[src/rtl/spi_result_transmitter.sv]
// spi_result_transmitter: packs 4-bit edge results into 16-bit words, queues them
// and shifts them to the MCU as an SPI mode-0 controller, MSB first.
module spi_result_transmitter #(
  parameter int CLK_DIV    = 4,
  parameter int FIFO_DEPTH = 8
) (
  input  logic       mainClk,
  input  logic       nreset,
  input  logic [3:0] resultData,
  input  logic       resultSof,
  input  logic       resultValid,
  output logic       resultReady,
  input  logic       flush,
  output logic       sck,
  output logic       sdo,
  output logic       ncs,
  output logic       busy
);
  localparam int AW = $clog2(FIFO_DEPTH);
  localparam int DW = $clog2(CLK_DIV);
  typedef enum logic [2:0] {IDLE, SETUP, HIGH, LOW, HOLD, GAP} state_t;
  state_t        state_q;
  logic [DW-1:0] div_cnt_q;
  logic [3:0]    bit_cnt_q;
  logic [14:0]   shift_q;
  logic          sck_q, sdo_q, ncs_q;
  logic [1:0]    pack_cnt_q, pack_cnt_d, cnt_a;
  logic [11:0]   slots_q, slots_d, slots_a;
  logic          sof_acc_q, sof_acc_d, flush_pend_q, flush_pend_d;
  logic [15:0]   mem_q [FIFO_DEPTH];
  logic [AW-1:0] wr_ptr_q, rd_ptr_q;
  logic [AW:0]   fifo_cnt_q;
  logic          accept, full, push, pop, full_push, sof_a, fp_a;
  logic [15:0]   push_word;
  assign full        = fifo_cnt_q == (AW+1)'(FIFO_DEPTH);
  assign resultReady = ~full;
  assign pop         = state_q == IDLE && fifo_cnt_q != '0;
  assign busy        = fifo_cnt_q != '0 || pack_cnt_q != '0 || flush_pend_q || state_q != IDLE;
  assign sck         = sck_q;
  assign sdo         = sdo_q;
  assign ncs         = ncs_q;
  // The incoming nibble is packed first so a coincident flush sees the updated group.
  always_comb begin
    accept       = resultValid & resultReady;
    cnt_a        = pack_cnt_q + 2'(accept);
    slots_a      = !accept ? slots_q :
                   pack_cnt_q == 2'd0 ? {resultData, 8'h00} :
                   pack_cnt_q == 2'd1 ? {slots_q[11:8], resultData, 4'h0} :
                   {slots_q[11:4], resultData};
    sof_a        = sof_acc_q | (accept & resultSof);
    fp_a         = flush_pend_q | flush;
    full_push    = accept && pack_cnt_q == 2'd2;
    push         = full_push || (fp_a && cnt_a != 2'd0 && !full);
    push_word    = {sof_a, 1'b0, full_push ? 2'd3 : cnt_a, slots_a};
    pack_cnt_d   = push ? 2'd0 : cnt_a;
    slots_d      = push ? 12'h000 : slots_a;
    sof_acc_d    = push ? 1'b0 : sof_a;
    flush_pend_d = (push || cnt_a == 2'd0) ? 1'b0 : fp_a;
  end
  always_ff @(posedge mainClk or negedge nreset) begin
    if (!nreset) begin
      pack_cnt_q   <= '0;
      slots_q      <= '0;
      sof_acc_q    <= 1'b0;
      flush_pend_q <= 1'b0;
      wr_ptr_q     <= '0;
      rd_ptr_q     <= '0;
      fifo_cnt_q   <= '0;
    end else begin
      pack_cnt_q   <= pack_cnt_d;
      slots_q      <= slots_d;
      sof_acc_q    <= sof_acc_d;
      flush_pend_q <= flush_pend_d;
      wr_ptr_q     <= wr_ptr_q + AW'(push);
      rd_ptr_q     <= rd_ptr_q + AW'(pop);
      fifo_cnt_q   <= fifo_cnt_q + (AW+1)'(push) - (AW+1)'(pop);
    end
  end
  always_ff @(posedge mainClk) begin
    if (push) mem_q[wr_ptr_q] <= push_word;
  end
  // Bit 15 goes straight to sdo on load; shift_q holds the remaining 15 bits.
  always_ff @(posedge mainClk or negedge nreset) begin
    if (!nreset) begin
      state_q   <= IDLE;
      div_cnt_q <= '0;
      bit_cnt_q <= '0;
      shift_q   <= '0;
      sck_q     <= 1'b0;
      sdo_q     <= 1'b0;
      ncs_q     <= 1'b1;
    end else if (state_q == IDLE) begin
      div_cnt_q <= '0;
      if (pop) begin
        shift_q   <= mem_q[rd_ptr_q][14:0];
        sdo_q     <= mem_q[rd_ptr_q][15];
        bit_cnt_q <= '0;
        ncs_q     <= 1'b0;
        state_q   <= SETUP;
      end
    end else if (div_cnt_q != DW'(CLK_DIV - 1)) begin
      div_cnt_q <= div_cnt_q + 1'b1;
    end else begin
      div_cnt_q <= '0;
      case (state_q)
        SETUP, LOW: begin
          sck_q   <= 1'b1;
          state_q <= HIGH;
        end
        HIGH: begin
          sck_q <= 1'b0;
          if (bit_cnt_q == 4'd15) state_q <= HOLD;
          else begin
            sdo_q     <= shift_q[14];
            shift_q   <= {shift_q[13:0], 1'b0};
            bit_cnt_q <= bit_cnt_q + 1'b1;
            state_q   <= LOW;
          end
        end
        HOLD: begin
          ncs_q   <= 1'b1;
          sdo_q   <= 1'b0;
          state_q <= GAP;
        end
        default: state_q <= IDLE;
      endcase
    end
  end
endmodule

[config.mk]
export PLATFORM = sky130hd
export DESIGN_NAME = spi_result_transmitter
export DESIGN_NICKNAME = d
export VERILOG_FILES = /design/src/rtl/spi_result_transmitter.sv
export SDC_FILE = /design/constraint.sdc
export NUM_CORES = 1
export LEC_CHECK = 0
export ABC_AREA = 0
export BUFFER_PORTS_ARGS = -buffer_cell sky130_fd_sc_hd__clkbuf_2
export CAP_MARGIN = 20
export CORE_ASPECT_RATIO = 0.9
export CORE_MARGIN = 1.5
export CORE_UTILIZATION = 45
export CTS_CLUSTER_SIZE = 10
export DETAILED_ROUTE_END_ITERATION = 10
export PLACE_DENSITY_LB_ADDON = 0.05
export SKIP_LAST_GASP = 1
export SLEW_MARGIN = 15
export SYNTH_ARGS = -nofsm -noshare
export SYNTH_HDL_FRONTEND = slang
export SYNTH_SLANG_ARGS = --single-unit
[constraint.sdc]
create_clock -name mainClk -period 4.3 [get_ports mainClk]
set_input_delay 0.43 -clock mainClk [delete_from_list [all_inputs] [get_ports mainClk]]
set_output_delay 0.43 -clock mainClk [all_outputs]
set_load 0.02 [all_outputs]
**Yosys cells after proc, flatten, opt, wreduce, memory -nomap -nowiden**

Memories as Yosys holds them, arrays and structs flattened.
Cells that the tools add are included.
Widths: inputs -> output; s select.

- Output and inout port bits: 5
- RAM bits: 120
- Flip-flop bits (word level): 53
- Memories: 1
- Input port bits: 9

Memory list:

| memory | words | width | rd ports | clocked after Yosys merged registers in | write ports | RTL line | source |
|---|---|---|---|---|---|---|---|
| mem_q | 8 | 15 | 1 | 0 | 1 | 30 | `logic [15:0] mem_q [FIFO_DEPTH];` |

- Eq/ne operators: 13
- Muxes and demuxes: 37
- Reduce and logical (&&, ||, !) cells: 27
- Add/subtract/negate cells: 7
- Bitwise logic cells: 7

Operator list:

| operator | count |
|---|---|
| $mux 15 | 5 |
| $mux 12 | 3 |
| $mux 4 | 5 |
| $mux 1 | 12 |
| $mux 3 | 4 |
| $reduce_bool 2->1 | 5 |
| $pmux 3 s3 | 1 |
| $eq 4x4->1 const B | 2 |
| $mux 2 | 4 |
| $mux 8 | 1 |
| $ne 2x2->1 const B | 4 |
| $reduce_and 4->1 | 2 |
| $add 3x1->3 | 2 |
| $eq 3x2->1 const B | 2 |
| $reduce_and 3->1 | 2 |
| $reduce_bool 3->1 | 2 |
| $logic_or 1x1->1 | 5 |
| $add 4x1->4 | 1 |
| $add 4x1->4 const B | 1 |
| $logic_and 1x1->1 | 4 |
| $logic_not 2->1 | 2 |
| $pmux 1 s2 | 2 |
| $reduce_bool 4->1 | 1 |
| $sub 4x1->4 | 1 |
| 14 further kinds | 18 |

**Longest topological paths before layout**

Gate-level depths: netlist of the first run.

- Depth in word-level cells: 10
- Depth in mapped cells: 18

**Worst setup path after synthesis of the first run**

Ideal clock, no wire load.

- Path type: register to register
- Start point: reg fifo_cnt_q[2]
- End point: mem mem_q[1][0] (netlist bit), enable pin
- Period minus slack after synthesis: 4.027 ns
- Arrival time: 3.601 ns
- Cell stages (with the launch flop): 12
- Required time: 3.874 ns
- Library setup time: 0.426 ns
- Slack: 0.273 ns
- Cells stage by stage: dfrtp_1 > inv_1 > ha_1 > nor3b_1 > inv_1 > nand2_1 > inv_1 > ha_1 > xor2_1 > o22ai_1 > a21oi_2 > nor4bb_1

- Cells in the longest elaborated chain, start to end: 10
- Elaborated cells between the ends (all ways): 12
- Classes of those cells: add/sub (1); eq/ne (1); mux (2); bitwise (2); reduce/logical (6)

Ends and longest elaborated chain:

| what | RTL line | source |
|---|---|---|
| start: declaration | 32 | `logic [AW:0] fifo_cnt_q;` |
| start signal: assignment | 76 | `fifo_cnt_q <= fifo_cnt_q + (AW+1)'(push) - (AW+1)'(pop);` |
| $eq 4x4->1 * | 35 | `assign full = fifo_cnt_q == (AW+1)'(FIFO_DEPTH);` |
| $not 1->1 * | 36 | `assign resultReady = ~full;` |
| named net resultReady | 12 | `output logic resultReady,` |
| $and 1x1->1 * | 44 | `accept = resultValid & resultReady;` |
| $add 2x1->2 | 45 | `cnt_a = pack_cnt_q + 2'(accept);` |
| $reduce_bool 2->1 | 53 | `push = full_push \|\| (fp_a && cnt_a != 2'd0 && !full);` |
| $logic_and 1x1->1 (2 in series) | 53 |  |
| $logic_or 1x1->1 * | 53 |  |
| $mux 1 * | 80 | `if (push) mem_q[wr_ptr_q] <= push_word;` |
| $mux 1 (not written as such) * | 80 |  |
| end: declaration | 30 |  |

Mark *: on every way through the listed nets, which the timed path passes. The rest lies on a longest branch.

**Worst setup path after layout of the first run**

- Start point: reg fifo_cnt_q[2]
- End point: mem mem_q[1][3] (netlist bit), enable pin

- Cells in the longest elaborated chain, start to end: 10
- Elaborated cells between the ends (all ways): 12
- Classes of those cells: add/sub (1); eq/ne (1); mux (2); bitwise (2); reduce/logical (6)

Ends and longest elaborated chain:

| what | RTL line |
|---|---|
| $eq 4x4->1 * | 35 |
| $not 1->1 | 36 |
| $and 1x1->1 | 44 |
| $add 2x1->2 | 45 |
| $reduce_bool 2->1 | 53 |
| $logic_and 1x1->1 (2 in series) | 53 |
| $logic_or 1x1->1 * | 53 |
| $mux 1 * | 80 |
| $mux 1 (not written as such) * | 80 |

Every way passes the cells marked *; elsewhere a longest branch is shown, timed or not.

==> results of run 1 <==
## Yosys cell counts, types with 2 or more instances
cell	instances
nor3b_1	3
o22ai_1	2
nor2_1	21
xor2_1	4
and3_1	3
nand3_1	13
dfrtp_1	52
mux4_2	30
mux2_2	4
a21oi_1	12
nor2b_1	7
buf_2	9
nor4bb_1	2
inv_1	13
a211oi_1	13
or3_1	2
clkbuf_1	9
mux2i_1	15
edfxtp_1	120
buf_4	2
o21a_1	2
o21ai_0	11
and4b_1	3
a22oi_1	2
ha_1	13
a21o_1	16
a22o_1	3
nand2_1	23
## layout by cell type (no fill, tap or decap), types with 7 or more instances in the layout
cell type | netlist | final
a21o_1 | 16 | 16
ha_1 | 13 | 13
clkbuf_16 | 0 | 18
nor2_1 | 21 | 21
nand2_1 | 23 | 23
mux2i_1 | 15 | 15
buf_4 | 2 | 18
o21ai_0 | 11 | 11
inv_1 | 13 | 13
nand3_1 | 13 | 13
mux4_2 | 30 | 30
edfxtp_1 | 120 | 120
a211oi_1 | 13 | 13
clkbuf_2 | 0 | 13
dfrtp_1 | 52 | 51
nor2b_1 | 7 | 7
a21oi_1 | 12 | 12
## tightest hold or removal path: stages
cell and delay (ns):
clkbuf_2 0.11, nand3_1 0.10, a21oi_1 0.07
## final timing paths
check,startpoint,to,slack [ns],cells past startpoint
min in group asynchronous,nreset,div_cnt_q[1]$_DFF_PN0_,0.52,2
hold reg to reg,div_cnt_q[0]$_DFF_PN0_,div_cnt_q[0]$_DFF_PN0_,0.44,1
setup / recovery,fifo_cnt_q[2]$_DFF_PN0_,mem_q[1][3]$_DFFE_PP_,0.73,13
max in group asynchronous,nreset,rd_ptr_q[0]$_DFF_PN0_,2.92,3
setup reg to reg,fifo_cnt_q[2]$_DFF_PN0_,mem_q[1][3]$_DFFE_PP_,0.73,13
hold / removal,resultData[3],slots_q[7]$_DFF_PN0_,0.33,3
## metrics by stage
step	hold WS (ns)	area [µm²]	setup slack [ns]	utilization [%]
2_1_floorplan	0.134	7110	0.273	-
3_3_place_gp	0.426	7500	0.842	48.6
3_5_place_dp	0.443	7500	0.703	48.6
4_1_cts	0.306	8110	0.676	52.5
5_1_grt	0.310	8110	0.406	52.5
6_report	0.333	8110	0.726	52.5
## power by group through the flow
| stage | clock (mW) | combinational (mW) | sequential [mW] |
|---|---|---|---|
| 3_3_place_gp | 0 | 0.752 | 2.34 |
| 5_1_grt | 1.65 | 0.852 | 2.34 |
| 4_1_cts | 1.57 | 0.775 | 2.32 |
| 2_1_floorplan | 0 | 0.500 | 2.29 |
| 3_5_place_dp | 0 | 0.769 | 2.35 |
| 6_report | 1.53 | 0.760 | 2.31 |
## per-layer routing
| metal | vias up | wire length (µm) |
|---|---|---|
| li1 | 1725 | - |
| met4 | 0 | 79 |
| met5 | - | 0 |
| met1 | 1889 | 6470 |
| met3 | 6 | 707 |
| met2 | 75 | 6440 |
## cell families (layout without fill, tap and decap cells)
family / count (synthesis) / count (layout)
DFF: 173 / 173
and+or+nand+nor: 86 / 86
AOI/OAI and AO/OA: 69 / 69
muxes: 49 / 49
buffers and inverters: 34 / 77
adders and majority gates: 14 / 14
xor gates and xnor gates: 5 / 5
## state kept, by name (all words and copies together), names as in the netlist
register      flops
mem_q           120
shift_q          15
slots_q          12
bit_cnt_q         4
fifo_cnt_q        4
rd_ptr_q          3
state_q           3
wr_ptr_q          3
div_cnt_q         2
pack_cnt_q        2
flush_pend_q      1
ncs               1
sck               1
sdo               1
sof_acc_q         1
## layout make-up
type                       count  area [µm²]  area share (%)
clock buffer                  23         489            6.03
clock inverter                 9         109            1.34
inverter                      13        48.8           0.602
multi-input combinational    223        2060            25.5
sequential                   173        4930            60.8
tap                          202         253            3.12
timing repair buffer          32         210            2.59
==> flow_summary.json, run 1 <==
{
  "wirelength_um": 13700,
  "power_switching_mw": 1.21,
  "maxSlewViolCount": 0,
  "worstMarginPinSlew_ns": 0.805,
  "pwr_density_cell_nw_per_um2": 568,
  "grt_start_max_net_pins": 34,
  "cp.arrival_ns": 3.68,
  "max_freq_mhz": 280,
  "synth_simple_gate_area_share_pct": 6.39,
  "track_usage_pct": 18.6,
  "yosys.area_share.xor_xnor_pct": 0.616,
  "ys.flop_type": "edfxtp_1",
  "io_buffers": 13,
  "path_buf_inv": 5,
  "p_sw_share_pct": 26.3,
  "vias": 3695,
  "worstPathMaxFanout": 23,
  "start_kind": "register",
  "ctsResizeCount": 0,
  "crit_path_max_incr_delay_ns": 0.37,
  "finalNonFillerCells": 675,
  "avgSynthCellArea_um2": 16.5,
  "hold_buffers": 1,
  "synth_compound_area_share_pct": 6.70,
  "use_met2_pct": 28.3,
  "die_area_um2": 16600,
  "die_h_um": 122,
  "placed_cells": 642,
  "synth_top_area_share_pct": 50.7,
  "synth.net_count": 453,
  "crit_chain": "inv_1 > ha_1 > nor3b_1 > inv_1 > nand2_1 > inv_1 > ha_1 > xor2_1 > o22ai_1 > a21oi_2 > buf_4 > nor4bb_4 > buf_4",
  "die-width_um": 136,
  "ys_seq_elements": 173,
  "post_cts_buffers": 0,
  "worstSetupPathType": "register to register",
  "cp.required_ns": 4.40,
  "synth_cells": 430,
  "slew_headroom_pct": 46.3,
  "dp_hpwl_um": 9060,
  "hold_path_class": "input pin to register",
  "syn_to_final_growth_pct": 14.0,
  "synth_edf_count": 120,
  "drive_gt1_share_pct": 21.6,
  "grt-busiest-layer": "met2",
  "insertion_delay_ns": 0.42,
  "avgRoutedWirePerCell_um": 20.3,
  "synth_top_family_by_area": "multiplexers",
  "p_comb_share_pct": 16.5,
  "n_antenna_cell": 0,
  "finalCritPeriodShare_pct": 83.1,
  "yosysTopAreaCell": "edfxtp_1",
  "syn_area_um2": 7110,
  "clock_skew_ns": 0.00744,
  "setup_tns_ns": 0,
  "postRouteAntennaNets": 0,
  "ir_worst_vdd_v": 0.000391,
  "synthAdderAreaFrac_pct": 2.57,
  "cts-root-buf": "clkbuf_16",
  "leakagePower_nw": 3.05,
  "synth_cell_types": 49,
  "ys_seq_area_share_pct": 69.3,
  "period_needed_ns": 3.57,
  "setup_viol": 0,
  "cts_max_level": 4,
  "seq_power_share_pct": 50.3,
  "grt_pass1_vias": 3759,
  "worstSetupEndpointType": "register",
  "rsz0062_at_grt": "false",
  "met1_usage_pct": 26.9,
  "synth.area.top_cells": "edfxtp_1 51%, dfrtp_1 18%, mux4_2 9.5%",
  "grt.overflow.total": 0,
  "top_level_ports": 14,
  "avgViaCountPerCell": 5.47,
  "cpMaxStageDelayCell": "dfrtp_1",
  "power.internal_mw": 3.39,
  "n_fill_cell": 1257,
  "crit_path_frequent_cell": "inv_1",
  "total_power_mw": 4.61,
  "nets": 483,
  "drtIter0Drc": 312,
  "yosysWarnings": 0,
  "cts_tree": "built",
  "route.detailed.drc": 0,
  "core-area_um2": 15400,
  "cpLargestDelayFamily": "buffers and inverters",
  "gp_routability_congestion": 0.742,
  "grt_pass1_wl_um": 21900,
  "cts_buffer_depth": 2,
  "antenna_found_initial": 0,
  "cts.reportedPaths.clkPinSlew_ns": 0.06,
  "clkSinkCount": 173,
  "hold_viol_final": 0,
  "status": "finished clean",
  "p_clk_share_pct": 33.3,
  "start_util_pct": 46.1,
  "cts_buffers": 17,
  "firstDrtPassIters": 4,
  "rows": 43,
  "maxCapViolations": 0,
  "async_flop_share_pct": 30.6,
  "use_met3_pct": 4.58,
  "synth_mux_area_share_pct": 12.2
}
(Power assumes the default switching activity.)
==> inputs of run 2 (changes only) <==
==> constraint.sdc (replaced) <==
create_clock -name mainClk -period 3.3 [get_ports mainClk]
set_input_delay 0.33 -clock mainClk [delete_from_list [all_inputs] [get_ports mainClk]]
set_output_delay 0.33 -clock mainClk [all_outputs]
set_load 0.02 [all_outputs]
==> flow_summary.json, run 2 (synthesis gave the netlist of run 1 again) <==
{
  "worstMarginPinSlew_ns": 0.686,
  "io_buffers": 13,
  "syn_to_final_growth_pct": 13.8,
  "cpMaxStageDelayCell": "fa_1",
  "track_usage_pct": 18.3,
  "cts.reportedPaths.clkPinSlew_ns": 0.06,
  "start_kind": "register",
  "cts_buffers": 17,
  "r2r_setup_slack_ns": 0.31,
  "final_cell_mix": "120 x edfxtp_1, 51 x dfrtp_1, 30 x mux4_2, 23 x nand2_1, 21 x nor2_1",
  "place_ws_ns": 0.0899,
  "grt_pass1_vias": 3668,
  "gp_routability_congestion": 0.824,
  "start_util_pct": 46.1,
  "placed_cell_area_um2": 7500,
  "finalCritPeriodShare_pct": 90.7,
  "top_regs": "mem_q x120, shift_q x15, slots_q x12",
  "worstSetupEndpointType": "register",
  "maxSlewViolCount": 0,
  "hold_path_class": "input pin to register",
  "route.detailed.drc": 0,
  "die-width_um": 136,
  "die_area_um2": 16600,
  "rows": 43,
  "die_h_um": 122,
  "grt_pass1_wl_um": 21500,
  "cts-root-buf": "clkbuf_16",
  "rsz0062_at_grt": "false",
  "hold_viol_final": 0,
  "core-area_um2": 15400,
  "critical_path.startpoint": "fifo_cnt_q[2]$_DFF_PN0_",
  "final_common_cell": "edfxtp_1",
  "min_to": "slots_q[7]$_DFF_PN0_",
  "nets": 483,
  "worst_slack_ns": 0.308,
  "grt_start_max_net_pins": 37,
  "cts_tree": "built",
  "pwr_density_cell_nw_per_um2": 728,
  "maxCapViolations": 0,
  "avgRoutedWirePerCell_um": 20.2,
  "cts_max_level": 4,
  "cts_buffer_depth": 2,
  "drive_gt1_share_pct": 22.0,
  "r2r_start": "fifo_cnt_q[2]$_DFF_PN0_",
  "hold_start": "resultData[3]",
  "n_antenna_cell": 0,
  "firstDrtPassIters": 7,
  "final_core_util_pct": 52.4,
  "stdcell_area_um2": 8100,
  "setup_tns_ns": 0,
  "leakagePower_nw": 3.05,
  "slew_headroom_pct": 54.2,
  "dp_hpwl_um": 8890,
  "worstPathMaxFanout": 6,
  "seq_area_um2": 4930,
  "setup_viol": 0,
  "vias": 3722,
  "antenna_found_initial": 0,
  "multi_input_comb_area_um2": 2090,
  "worstSetupPathType": "register to register",
  "grt.overflow.total": 0,
  "cp.arrival_ns": 3.30,
  "status": "finished clean",
  "rr_endpoint": "fifo_cnt_q[2]$_DFF_PN0_",
  "wirelength_um": 13700,
  "cp.required_ns": 3.61,
  "ff2ff_path_depth": 17,
  "insertion_delay_ns": 0.42,
  "avgViaCountPerCell": 5.51,
  "max_freq_mhz": 334,
  "n_fill_cell": 1285,
  "whs_path_depth": 3,
  "top_level_ports": 14,
  "postRouteAntennaNets": 0,
  "clkSinkCount": 173,
  "top_register": "mem_q",
  "period_needed_ns": 2.99,
  "ir_worst_vdd_v": 0.000491,
  "crit_path_frequent_cell": "inv_1",
  "largest_reg_flops": 120,
  "clock_skew_ns": 0.00758,
  "drtIter0Drc": 234,
  "crit_chain": "inv_1 > ha_1 > nor3b_4 > inv_2 > nand2_1 > inv_1 > ha_1 > xor2_2 > o22ai_2 > a21oi_2 > inv_1 > ha_1 > inv_1 > ha_1 > inv_1 > fa_1 > xnor2_1",
  "crit_path_max_incr_delay_ns": 0.37,
  "holdWs_ns": 0.225
}
run 2: changes by cell type in the layout (fill, tap and decap cells not counted), sizes merged:
cell	change
clkbuf	-4
clkinv	+8
clkinvlp	-3
inv	-1
run 2: stage by stage:
stage / total power, mW / cells
floorplan: 3.67 / 430
global placement: 3.99 / 641
detailed placement: 4.04 / 641
CTS: 5.94 / 674
global route: 6.19 / 675
finish: 5.89 / 675
run 2: per-layer routing:
layer	wire length, µm	vias to the layer above	global-route usage [%]	share of wire (%)
met3	521	12	4.34	3.8
met2	6310	59	26.8	46
met5	0	-	0	0
met4	148	0	5.85	1.1
li1	-	1723	-	-
met1	6670	1928	27.2	49
run 2: worst max-delay path by stage:
| stage | end | cells after the start |
|---|---|---|
| CTS | mem_q[1][2]$_DFFE_PP_ | 13 |
| global placement | fifo_cnt_q[2]$_DFF_PN0_ | 17 |
| finish | fifo_cnt_q[2]$_DFF_PN0_ | 17 |
| detailed placement | mem_q[1][1]$_DFFE_PP_ | 13 |
| floorplan | fifo_cnt_q[2]$_DFF_PN0_ | 18 |
| global route | fifo_cnt_q[2]$_DFF_PN0_ | 17 |
run 2: final cells by class:
class | count | share of cell area, %
sequential | 173 | 60.9
clock buffer | 19 | 5.35
timing repair buffer | 32 | 2.64
clock inverter | 13 | 1.55
inverter | 13 | 0.603
tap | 202 | 3.12
multi-input combinational | 223 | 25.8
run 2: power breakdown:
part | switching, mW | leakage (nW) | total (mW) | internal (mW)
combinational | 0.603 | 1.03 | 0.980 | 0.377
sequential | 0.166 | 1.74 | 3.02 | 2.85
clock | 0.792 | 0.273 | 1.90 | 1.10
total | 1.56 | 3.05 | 5.89 | 4.33
run 2: critical path: cells and delay by family, from the launching register on:
family / cells / cell delay (ns)
AO/OA/AOI/OAI: 2 / 0.27
XOR/XNOR: 2 / 0.31
AND/OR/NAND/NOR: 2 / 0.30
flip-flops: 1 / 0.36
buffers and inverters: 6 / 0.44
adder cells (fa/ha/maj): 5 / 1.21
run 2: repair_timing:
item                                    4_1_cts  5_1_grt
hold buffers                                  1        0
resized for setup                             0        5
endpoints found under the setup margin        0      119
endpoints found under the hold margin        17        0
setup buffers                                 0        1
==> inputs of run 3 (changes only) <==
--- a/config.mk
+++ b/config.mk
@@ -9,7 +9,7 @@
 export BUFFER_PORTS_ARGS = -buffer_cell sky130_fd_sc_hd__clkbuf_2
 export CAP_MARGIN = 20
 export CORE_ASPECT_RATIO = 0.9
-export CORE_MARGIN = 1.5
+export CORE_MARGIN = 8
 export CORE_UTILIZATION = 45
 export CTS_CLUSTER_SIZE = 10
 export DETAILED_ROUTE_END_ITERATION = 10
==> flow_summary.json, run 3 (synthesis gave the netlist of run 1 again) <==
{
  "status": "finished clean",
  "cts_buffer_depth": 2,
  "insertion_delay_ns": 0.41,
  "cpLargestDelayFamily": "adder cells",
  "clkSinkCount": 173,
  "pwr_density_cell_nw_per_um2": 739,
  "r2r_start": "fifo_cnt_q[2]$_DFF_PN0_",
  "stdcell_area_um2": 8100,
  "cts-root-buf": "clkbuf_16",
  "crit_path_max_incr_delay_ns": 0.38,
  "drtIter0Drc": 280,
  "cts_tree": "built",
  "route.detailed.drc": 0,
  "setup_tns_ns": 0,
  "grt_start_max_net_pins": 54,
  "firstDrtPassIters": 4,
  "crit_cells": 17,
  "placed_cell_area_um2": 7500,
  "path_buf_inv": 6,
  "worstSetupEndpointType": "register",
  "ir_worst_vdd_v": 0.000525,
  "rr_endpoint": "fifo_cnt_q[2]$_DFF_PN0_",
  "clock_skew_ns": 0.00968,
  "gp_routability_congestion": 0.732,
  "cp.arrival_ns": 3.33,
  "r2r_setup_slack_ns": 0.27,
  "slew_headroom_pct": 51.4,
  "finalCritPeriodShare_pct": 91.8,
  "n_antenna_cell": 0,
  "hold_viol_final": 0,
  "rsz0062_at_grt": "false",
  "start_kind": "register",
  "track_usage_pct": 15.1,
  "avgViaCountPerCell": 5.50,
  "placed_cells": 640,
  "start_util_pct": 46.1,
  "maxSlewViolCount": 0,
  "cts_buffers": 17,
  "wirelength_um": 14100,
  "holdWs_ns": 0.0469,
  "antenna_found_initial": 0,
  "worstSetupPathType": "register to register",
  "rows": 43,
  "cts.reportedPaths.clkPinSlew_ns": 0.06,
  "cp.required_ns": 3.60,
  "die_area_um2": 20100,
  "ff2ff_path_depth": 17,
  "io_buffers": 13,
  "grt_pass1_vias": 3860,
  "post_cts_buffers": 0,
  "nets": 480,
  "n_fill_cell": 1271,
  "setup_viol": 0,
  "die-width_um": 149,
  "leakagePower_nw": 3.05,
  "syn_to_final_growth_pct": 13.9,
  "drive_gt1_share_pct": 21.7,
  "top_register": "mem_q",
  "dp_hpwl_um": 8830,
  "cpMaxStageDelayCell": "fa_1",
  "period_needed_ns": 3.03,
  "critical_path.startpoint": "fifo_cnt_q[2]$_DFF_PN0_",
  "largest_reg_flops": 120,
  "top_level_ports": 14,
  "grt.overflow.total": 0,
  "core-area_um2": 15400,
  "vias": 3697,
  "worst_slack_ns": 0.270,
  "place_ws_ns": 0.151,
  "max_freq_mhz": 330,
  "worstMarginPinSlew_ns": 0.729,
  "hold_path_class": "input pin to async pin",
  "cts_max_level": 4,
  "maxCapViolations": 0,
  "crit_path_frequent_cell": "inv_1",
  "top_regs": "mem_q x120, shift_q x15, slots_q x12",
  "die_h_um": 135,
  "worstPathMaxFanout": 6,
  "postRouteAntennaNets": 0,
  "final_cell_mix": "120 x edfxtp_1, 51 x dfrtp_1, 30 x mux4_2, 23 x nand2_1, 21 x nor2_1",
  "finalNonFillerCells": 672,
  "avgRoutedWirePerCell_um": 20.9,
  "crit_chain": "inv_1 > ha_1 > nor3b_4 > inv_2 > nand2_1 > inv_1 > ha_2 > xor2_2 > o22ai_2 > a21oi_2 > inv_1 > ha_1 > inv_1 > ha_1 > inv_1 > fa_1 > xnor2_1",
  "final_common_cell": "edfxtp_1",
  "grt_pass1_wl_um": 22300
}
==> run 3: worst reg2reg max path: stages, from the launching register on <==
cell     delay [ns]
dfrtp_1        0.36
inv_1          0.10
ha_1           0.16
nor3b_4        0.24
inv_2          0.10
nand2_1        0.10
inv_1          0.10
ha_2           0.22
xor2_2         0.16
o22ai_2        0.11
a21oi_2        0.16
inv_1          0.06
ha_1           0.28
inv_1          0.05
ha_1           0.15
inv_1          0.06
fa_1           0.38
xnor2_1        0.14
==> run 3: cell type report <==
class / instances / area [µm²] / area share, %
Inverter: 13 / 48.8 / 0.602
Clock buffer: 24 / 462 / 5.70
Multi-Input combinational cell: 223 / 2090 / 25.8
Tap cell: 202 / 253 / 3.12
Clock inverter: 8 / 119 / 1.47
Sequential cell: 173 / 4930 / 60.9
Timing Repair Buffer: 29 / 198 / 2.44
==> run 3: worst max-delay path by stage <==
| stage | end | slack (ns) |
|---|---|---|
| floorplan | fifo_cnt_q[2]$_DFF_PN0_ | 0.05 |
| global placement | fifo_cnt_q[2]$_DFF_PN0_ | 0.26 |
| detailed placement | fifo_cnt_q[2]$_DFF_PN0_ | 0.15 |
| CTS | fifo_cnt_q[2]$_DFF_PN0_ | 0.11 |
| global route | fifo_cnt_q[2]$_DFF_PN0_ | 0.04 |
| finish | fifo_cnt_q[2]$_DFF_PN0_ | 0.27 |
==> run 3: routing by layer <==
metal	global-route usage, %	routed length (µm)	vias up	part of all wire [%]
met2	22.5	6530	68	46
met3	3.54	769	7	5.5
met5	0	0	-	0
li1	-	-	1721	-
met1	21.5	6660	1901	47
met4	4.41	99	0	0.70
==> run 3: what timing repair did <==
item	4_1_cts	5_1_grt
hold buffers	0	0
gates resized for setup	0	5
endpoints found under the setup margin	0	96
==> run 3: report_power, final <==
part | internal (mW) | total (mW) | switching (mW)
sequential | 2.85 | 3.02 | 0.164
combinational | 0.375 | 1.00 | 0.626
clock | 1.21 | 1.97 | 0.766
total | 4.44 | 5.99 | 1.56
==> run 3: per-stage QoR <==
step / utilization, % / power, mW
3_5_place_dp: 48.6 / 4.06
4_1_cts: 52.3 / 6.04
5_1_grt: 52.5 / 6.28
2_1_floorplan: - / 3.67
3_3_place_gp: 48.6 / 4.01
6_report: 52.5 / 5.99
